### config.mk
export PLATFORM = sky130hd
export DESIGN_NAME = ysyx_22050550_ifu
export DESIGN_NICKNAME = d
export VERILOG_FILES = /design/src/rtl/ysyx_22050550_ifu_pkg.sv /design/src/rtl/ysyx_22050550_ifu_reg.sv /design/src/rtl/ysyx_22050550_ifu.sv
export SDC_FILE = /design/constraint.sdc
export NUM_CORES = 1
export LEC_CHECK = 0
export ABC_AREA = 1
export BUFFER_PORTS_ARGS = -buffer_cell sky130_fd_sc_hd__clkbuf_2
export CAP_MARGIN = 25
export CORE_MARGIN = 5
export CORE_UTILIZATION = 55
export DETAILED_ROUTE_END_ITERATION = 10
export PLACE_DENSITY = 0.86
export RECOVER_POWER = 50
export REMOVE_ABC_BUFFERS = 1
export SLEW_MARGIN = 15
export SYNTH_ARGS = -nofsm -noshare
export SYNTH_HDL_FRONTEND = slang
export SYNTH_SLANG_ARGS = --single-unit
### constraint.sdc
create_clock -name clk -period 3.8 [get_ports clk]
set_clock_uncertainty 0.05 [all_clocks]
set_input_delay 0.57 -clock clk [delete_from_list [all_inputs] [get_ports clk]]
set_output_delay 0.57 -clock clk [all_outputs]
set_load 0.1 [all_outputs]
### src/rtl/ysyx_22050550_ifu_pkg.sv
// rtl/ysyx_22050550_ifu_pkg.sv - shared widths, reset PC and FSM encodings for the fetch unit
package ysyx_22050550_ifu_pkg;

    localparam int PC_W   = 64;
    localparam int INST_W = 32;

    localparam logic [PC_W-1:0] RESET_PC_DEFAULT = 64'h0000_0000_8000_0000;

    typedef enum logic [1:0] {
        S_REQ  = 2'd0,
        S_WAIT = 2'd1,
        S_HOLD = 2'd2
    } ifu_state_e;

    // Instructions are word aligned; redirect targets are coerced onto a word.
    function automatic logic [PC_W-1:0] align_pc(input logic [PC_W-1:0] pc);
        return {pc[PC_W-1:2], 2'b00};
    endfunction

endpackage

### src/rtl/ysyx_22050550_ifu_reg.sv
// rtl/ysyx_22050550_ifu_reg.sv - enabled register with synchronous reset value
//
// Ports:
//   clk  - clock
//   rst  - synchronous active-high reset, loads RESET_VAL
//   wen  - write enable
//   din  - next value
//   dout - registered value
module ysyx_22050550_ifu_reg #(
    parameter int               WIDTH     = 64,
    parameter logic [WIDTH-1:0] RESET_VAL = '0
) (
    input  logic             clk,
    input  logic             rst,
    input  logic             wen,
    input  logic [WIDTH-1:0] din,
    output logic [WIDTH-1:0] dout
);

    always_ff @(posedge clk) begin
        if (rst) begin
            dout <= RESET_VAL;
        end else if (wen) begin
            dout <= din;
        end
    end

endmodule

### src/rtl/ysyx_22050550_ifu.sv
// rtl/ysyx_22050550_ifu.sv - instruction fetch unit: one outstanding fetch, redirect with response kill
//
// Ports:
//   clk, rst                         - clock, synchronous active-high reset
//   imem_req_valid/ready, imem_addr  - fetch request toward instruction memory
//   imem_rsp_valid, imem_rsp_data    - instruction returned by memory
//   out_valid/ready, if_pc, if_inst  - held instruction toward the IF/ID register
//   redirect_valid, redirect_pc      - branch/jump/exception redirect
module ysyx_22050550_ifu
    import ysyx_22050550_ifu_pkg::*;
#(
    parameter logic [PC_W-1:0] RESET_PC = RESET_PC_DEFAULT
) (
    input  logic              clk,
    input  logic              rst,
    output logic              imem_req_valid,
    input  logic              imem_req_ready,
    output logic [PC_W-1:0]   imem_addr,
    input  logic              imem_rsp_valid,
    input  logic [INST_W-1:0] imem_rsp_data,
    output logic              out_valid,
    input  logic              out_ready,
    output logic [PC_W-1:0]   if_pc,
    output logic [INST_W-1:0] if_inst,
    input  logic              redirect_valid,
    input  logic [PC_W-1:0]   redirect_pc
);

    ifu_state_e state;
    ifu_state_e state_next;
    // Set when the in-flight request belongs to a path abandoned by a redirect;
    // its response must be swallowed instead of presented downstream.
    logic kill;
    logic kill_next;

    logic [PC_W-1:0] pc;
    logic [PC_W-1:0] pc_din;
    logic            pc_wen;
    logic            cap_wen;

    // State register
    always_ff @(posedge clk) begin
        if (rst) begin
            state <= S_REQ;
            kill  <= 1'b0;
        end else begin
            state <= state_next;
            kill  <= kill_next;
        end
    end

    // Next-state logic; redirect outranks every other event in each state
    always_comb begin
        state_next = state;
        kill_next  = kill;
        case (state)
            S_REQ: begin
                if (imem_req_ready) begin
                    state_next = S_WAIT;
                    // Request leaves with the old PC while the redirect lands:
                    // its response is stale.
                    kill_next  = redirect_valid;
                end
            end
            S_WAIT: begin
                if (imem_rsp_valid) begin
                    state_next = (kill || redirect_valid) ? S_REQ : S_HOLD;
                    kill_next  = 1'b0;
                end else if (redirect_valid) begin
                    kill_next  = 1'b1;
                end
            end
            S_HOLD: begin
                // A coincident out_ready handshake is treated as delivered.
                if (redirect_valid || out_ready) begin
                    state_next = S_REQ;
                end
            end
            default: begin
                state_next = S_REQ;
                kill_next  = 1'b0;
            end
        endcase
    end

    // Output logic
    always_comb begin
        imem_req_valid = 1'b0;
        out_valid      = 1'b0;
        case (state)
            S_REQ:   imem_req_valid = 1'b1;
            S_HOLD:  out_valid      = 1'b1;
            default: ;
        endcase
    end

    assign imem_addr = pc;

    // PC advances only after the held instruction is consumed; wraps at 2^64.
    assign pc_wen = redirect_valid || (state == S_HOLD && out_ready);
    assign pc_din = redirect_valid ? align_pc(redirect_pc) : pc + 64'd4;

    // Only a live (not killed, not being redirected) response is captured.
    assign cap_wen = (state == S_WAIT) && imem_rsp_valid && !kill && !redirect_valid;

    ysyx_22050550_ifu_reg #(
        .WIDTH    (PC_W),
        .RESET_VAL(RESET_PC)
    ) u_pc_reg (
        .clk (clk),
        .rst (rst),
        .wen (pc_wen),
        .din (pc_din),
        .dout(pc)
    );

    ysyx_22050550_ifu_reg #(
        .WIDTH    (PC_W),
        .RESET_VAL(RESET_PC)
    ) u_if_pc_reg (
        .clk (clk),
        .rst (rst),
        .wen (cap_wen),
        .din (pc),
        .dout(if_pc)
    );

    ysyx_22050550_ifu_reg #(
        .WIDTH    (INST_W),
        .RESET_VAL('0)
    ) u_if_inst_reg (
        .clk (clk),
        .rst (rst),
        .wen (cap_wen),
        .din (imem_rsp_data),
        .dout(if_inst)
    );

endmodule

After elaboration in Yosys (flattened, before gate mapping) --
Index checks and enable logic that the tools add are counted.
Word-level totals: input port bits 102, flip-flop bits (word level) 163, word-level logic and storage cells 37
Cells by class: bitwise logic cells 1, muxes and demuxes 12, eq/ne operators 6, add/subtract/negate cells 1, reductions and logical operators 12
Operators with widths (number):
- adder 64 x 3 -> 64 bit (second input constant) | 1
- two-way mux 64 bit | 1
- two-way mux 2 bit | 4
- != test 2 bit (second input constant) | 3
- case mux 2 bit (3 select lines) | 1
- AND reduction 3 bit | 2
- two-way mux 1 bit | 5
- logical AND 1 bit | 4
- logical OR 1 bit | 3
- != test 3 bit (second input constant) | 1
- case mux 1 bit (3 select lines) | 1
- == test 2 x 1 -> 1 bit (second input constant) | 1
- == test 2 bit (second input constant) | 1
- zero test 1 bit | 2
- zero test 2 bit | 1
- NOT 1 bit | 1

Logic depth before layout (Yosys ltp) --
depth after elaboration 4, mapped depth 12, mapped depth without buffers 12

By module --
A second synthesis with hierarchy kept.
Unflattened totals: cells, all modules 1645, area total of the unflattened synthesis 9580.4 um2
Modules (own cells, without submodules):
- ysyx_22050550_ifu_reg (u_if_pc_reg ...) | instances 2, area an instance 2663.8 um2, cells each 404
- ysyx_22050550_ifu | instances 1, area an instance 2914.0 um2, cells each 634
- ysyx_22050550_ifu_reg (u_if_inst_reg) | instances 1, area an instance 1338.8 um2, cells each 203

Worst setup path before layout --
No wires, ideal clock.
path kind flip-flop to flip-flop, from register u_pc_reg.dout[3], to register u_pc_reg.dout[46], setup slack 1.312 ns, setup time 0.132 ns, arrival time 2.305 ns, data required time 3.618 ns, buffers on the path 0, clock period less this slack 2.488 ns, cell stages (with the launch flop) 13, cell sequence dfxtp_1 ha_1 nand2_1 nor2_4 nand2_2 inv_1 nand2_2 nor2_4 nand2_1 nand2_1 nand3_1 nand2_1 a21oi_1
On the way: cells in the longest elaborated chain, start to end 2
RTL lines:
- start, declared | line ysyx_22050550_ifu_reg.sv:17 | output logic [WIDTH-1:0] dout
- start signal, assigned | line ysyx_22050550_ifu_reg.sv:24 | dout <= din;
- adder 64 x 3 -> 64 bit | line ysyx_22050550_ifu.sv:101 | assign pc_din = redirect_valid ? align_pc(redirect_pc) : pc + 64'd4;
- two-way mux 64 bit | line ysyx_22050550_ifu.sv:101
Every way passes these cells. A chain may end at the register's enable or synchronous reset.

Worst setup path in the final report --
from input port redirect_valid, to register u_if_pc_reg.dout[27]
On the way: cells in the longest elaborated chain, start to end 2
RTL lines:
- start, declared | line ysyx_22050550_ifu.sv:25 | input logic redirect_valid,
- zero test 1 bit | line ysyx_22050550_ifu.sv:104 | assign cap_wen = (state == S_WAIT) && imem_rsp_valid && !kill && !redirect_valid;
- logical AND 1 bit | line ysyx_22050550_ifu.sv:104
- end signal, assigned | line ysyx_22050550_ifu_reg.sv:24
- end, declared | line ysyx_22050550_ifu_reg.sv:17
Every way passes these cells.

==> reports/results.ini <==
[run_status]
status = completed

[setup_path]
path_max_fanout = 65
path_delay_family = buffers and inverters
critical_path_class = in2reg
crit_path_start_kind = input port
cp_slowest_cell = clkbuf_2
cp.arrival_ns = 3.06
crit_path_max_incr_delay_ns = 0.96
end_kind = flop
path_buf_inv = 2
path_cells = clkbuf_1 -> nor2_1 -> nand3_2 -> clkbuf_2 -> nand2_1 -> a21oi_1
worstPathRequired_ns = 4.08

[clock_tree]
tritoncts = done
cts.clk_slew.worst_paths_ns = 0.06
cts_hold_buf = 0
cts_resized = 0
cts_max_path_buffers = 2
h-tree-depth = 4
clock_latency_ns = 0.43
cts-root-buf = clkbuf_16
cts_sinks = 159
cts_made_buffers = 17
post_cts_buffers = 0

[die]
io_pins = 264
die_y_um = 131
rows = 44
die_area_um2 = 17200
core_area_um2 = 14500
die_w_um = 131
start_util_pct = 55.8

[synthesis]
synth_edf_count = 0
synthArstFlopShare_pct = 0
ys_warn_count = 0
yosys-top-cells-count = nand2_1, nor2_1, dfxtp_1
yosysMostFrequentCell = nand2_1
yosysTopAreaCellShare_pct = 39.4
post-synth-top-area-cell = dfxtp_1
syn_inst = 1245
yosysUniqueCellTypes = 34
syn_area_per_cell_um2 = 6.49
ys_ff_latch = 159
synth.cell_area_um2 = 8080
synth_top_flop_cell = dfxtp_1
ys_top_cells_by_area = dfxtp_1, nand2_1, a21oi_1, nor2_1, o21ai_0
yosysSeqAreaShare_pct = 39.4

[global_routing]
grt_usage_pct = 29.7
antenna_found_initial = 0
grt_pass1_wl_mm = 42.4
grt_max_degree = 69
grt_pass1_vias = 8181
overflow = 0

[drt]
met1_length_mm = 11.3
wl_met2_mm = 12.6
drtAntennaViolNets = 0
wire_per_inst_um = 16.3
routed_wirelength_mm = 27.1
vias = 9207
drtIter0Drc = 687
wl_met3_mm = 2.34
via_per_inst = 5.53
drc = 0
highest_layer = met4
dr.pass1.iters = 5

[finish]
final_net_count = 1572
multiInputGateArea_um2 = 4300
area.sequential_um2 = 3180
drive_above_1_share_pct = 16.6
syn_to_final_growth_pct = 22.6
antenna_cells = 0
final.fill_count = 1356

[place]
port_buffers = 257
post-dp-hpwl_mm = 20.1
place_congestion = 0.969

[timing]
max_freq_mhz = 360
final_max_slew_viol_count = 0
tns_ns = 0
setup-violations-final = 0
slew_headroom_pct = 14.3
timing.final.crit_share_pct = 73.1
rsz0062_at_grt = false
hold_viol_final = 0
worst_pin_slew_ns = 1.29
min_period_ns = 2.78

[power_and_ir_drop]
total_power_mw = 4.54
powerDensity_nw_per_um2 = 459
p_leak_nw = 3.81
ir_worst_vdd_mv = 0.306

[min_path]
hold_class = in2reg

[flow_run]
drv_cap = 0

path summary, 6_finish.rpt:
| check | from | depth (start not counted) | slack (ns) | end |
|---|---|---|---|---|
| hold / removal | imem_rsp_data[22] | 3 | 0.32 | u_if_inst_reg.dout[22] |
| setup reg to reg | state[1] | 9 | 1.50 | u_pc_reg.dout[35] |
| hold reg to reg | u_if_inst_reg.dout[8] | 2 | 0.41 | u_if_inst_reg.dout[8] |
| setup / recovery | redirect_valid | 6 | 1.02 | u_if_pc_reg.dout[27] |
tightest hold or removal path, cell delays in order:
cell      delay [ns]
clkbuf_2        0.08
nand2_1         0.05
a21oi_1         0.05
routing by layer:
layer,vias up,global-route usage (%)
met2,463,48.2
met3,65,7.87
li1,4516,-
met5,-,0
met1,4163,37.8
met4,0,11.7
report_power, final:
group          switching [mW]  internal (mW)  total [mW]  leakage, nW
clock                   0.681           1.12        1.80        0.303
sequential             0.0877           1.74        1.82         1.30
combinational           0.750          0.161       0.911         2.21
total                    1.52           3.02        4.54         3.81
area by class of cell:
type,count,area share [%]
repair buffers,269,12.9
multi-input cells,947,43.4
clock inverters,8,1.29
well taps,184,2.33
flip-flops and latches,159,32.2
inverters,75,2.88
clock buffers,24,5.07
placed cells by master, fill, tap and decap left out:
cell	count
a211oi_1	13
a21oi_1	149
a21oi_2	2
a221oi_1	3
a311oi_1	1
a31oi_1	1
buf_12	2
buf_4	8
bufinv_16	3
clkbuf_1	99
clkbuf_16	17
clkbuf_2	162
clkbuf_8	5
clkinv_1	1
clkinv_2	2
clkinv_4	2
clkinvlp_4	2
conb_1	4
dfxtp_1	159
ha_1	1
inv_1	69
inv_2	3
inv_4	1
nand2_1	372
nand2_2	12
nand3_1	66
nand3_2	1
nand3b_1	3
nand4_1	8
nor2_1	175
nor2_2	13
nor2_4	11
nor3_1	18
o211ai_1	8
o21ai_0	73
o21ai_1	2
o221ai_1	9
o31ai_1	2
cell families after synthesis:
family | after synthesis | share of synthesized area [%]
AND/OR/NAND/NOR | 679 | 35.1
AO/OA/AOI/OAI | 263 | 17.7
buffers and inverters | 142 | 7.61
other | 1 | 0.0464
adder cells (fa/ha/maj) | 1 | 0.155
flip-flops | 159 | 39.4
metrics by stage:
stage	hold slack, ns	util [%]	instance area [µm²]	setup slack, ns	instances
floorplan	0.383	-	7760	0.114	1181
global placement	0.400	64.9	9400	1.20	1634
detailed placement	0.405	64.9	9400	1.15	1634
CTS	0.315	69.3	10000	1.59	1666
global route	0.317	68.4	9900	0.779	1666
finish	0.320	68.4	9900	1.02	1666
registers in the layout, summed over array words and instances (netlist names):
name                flops
kill                    1
u_if_pc_reg.dout       62
u_pc_reg.dout          62
u_if_inst_reg.dout     32
state                   2
Power figures use the tool's default switching activity.
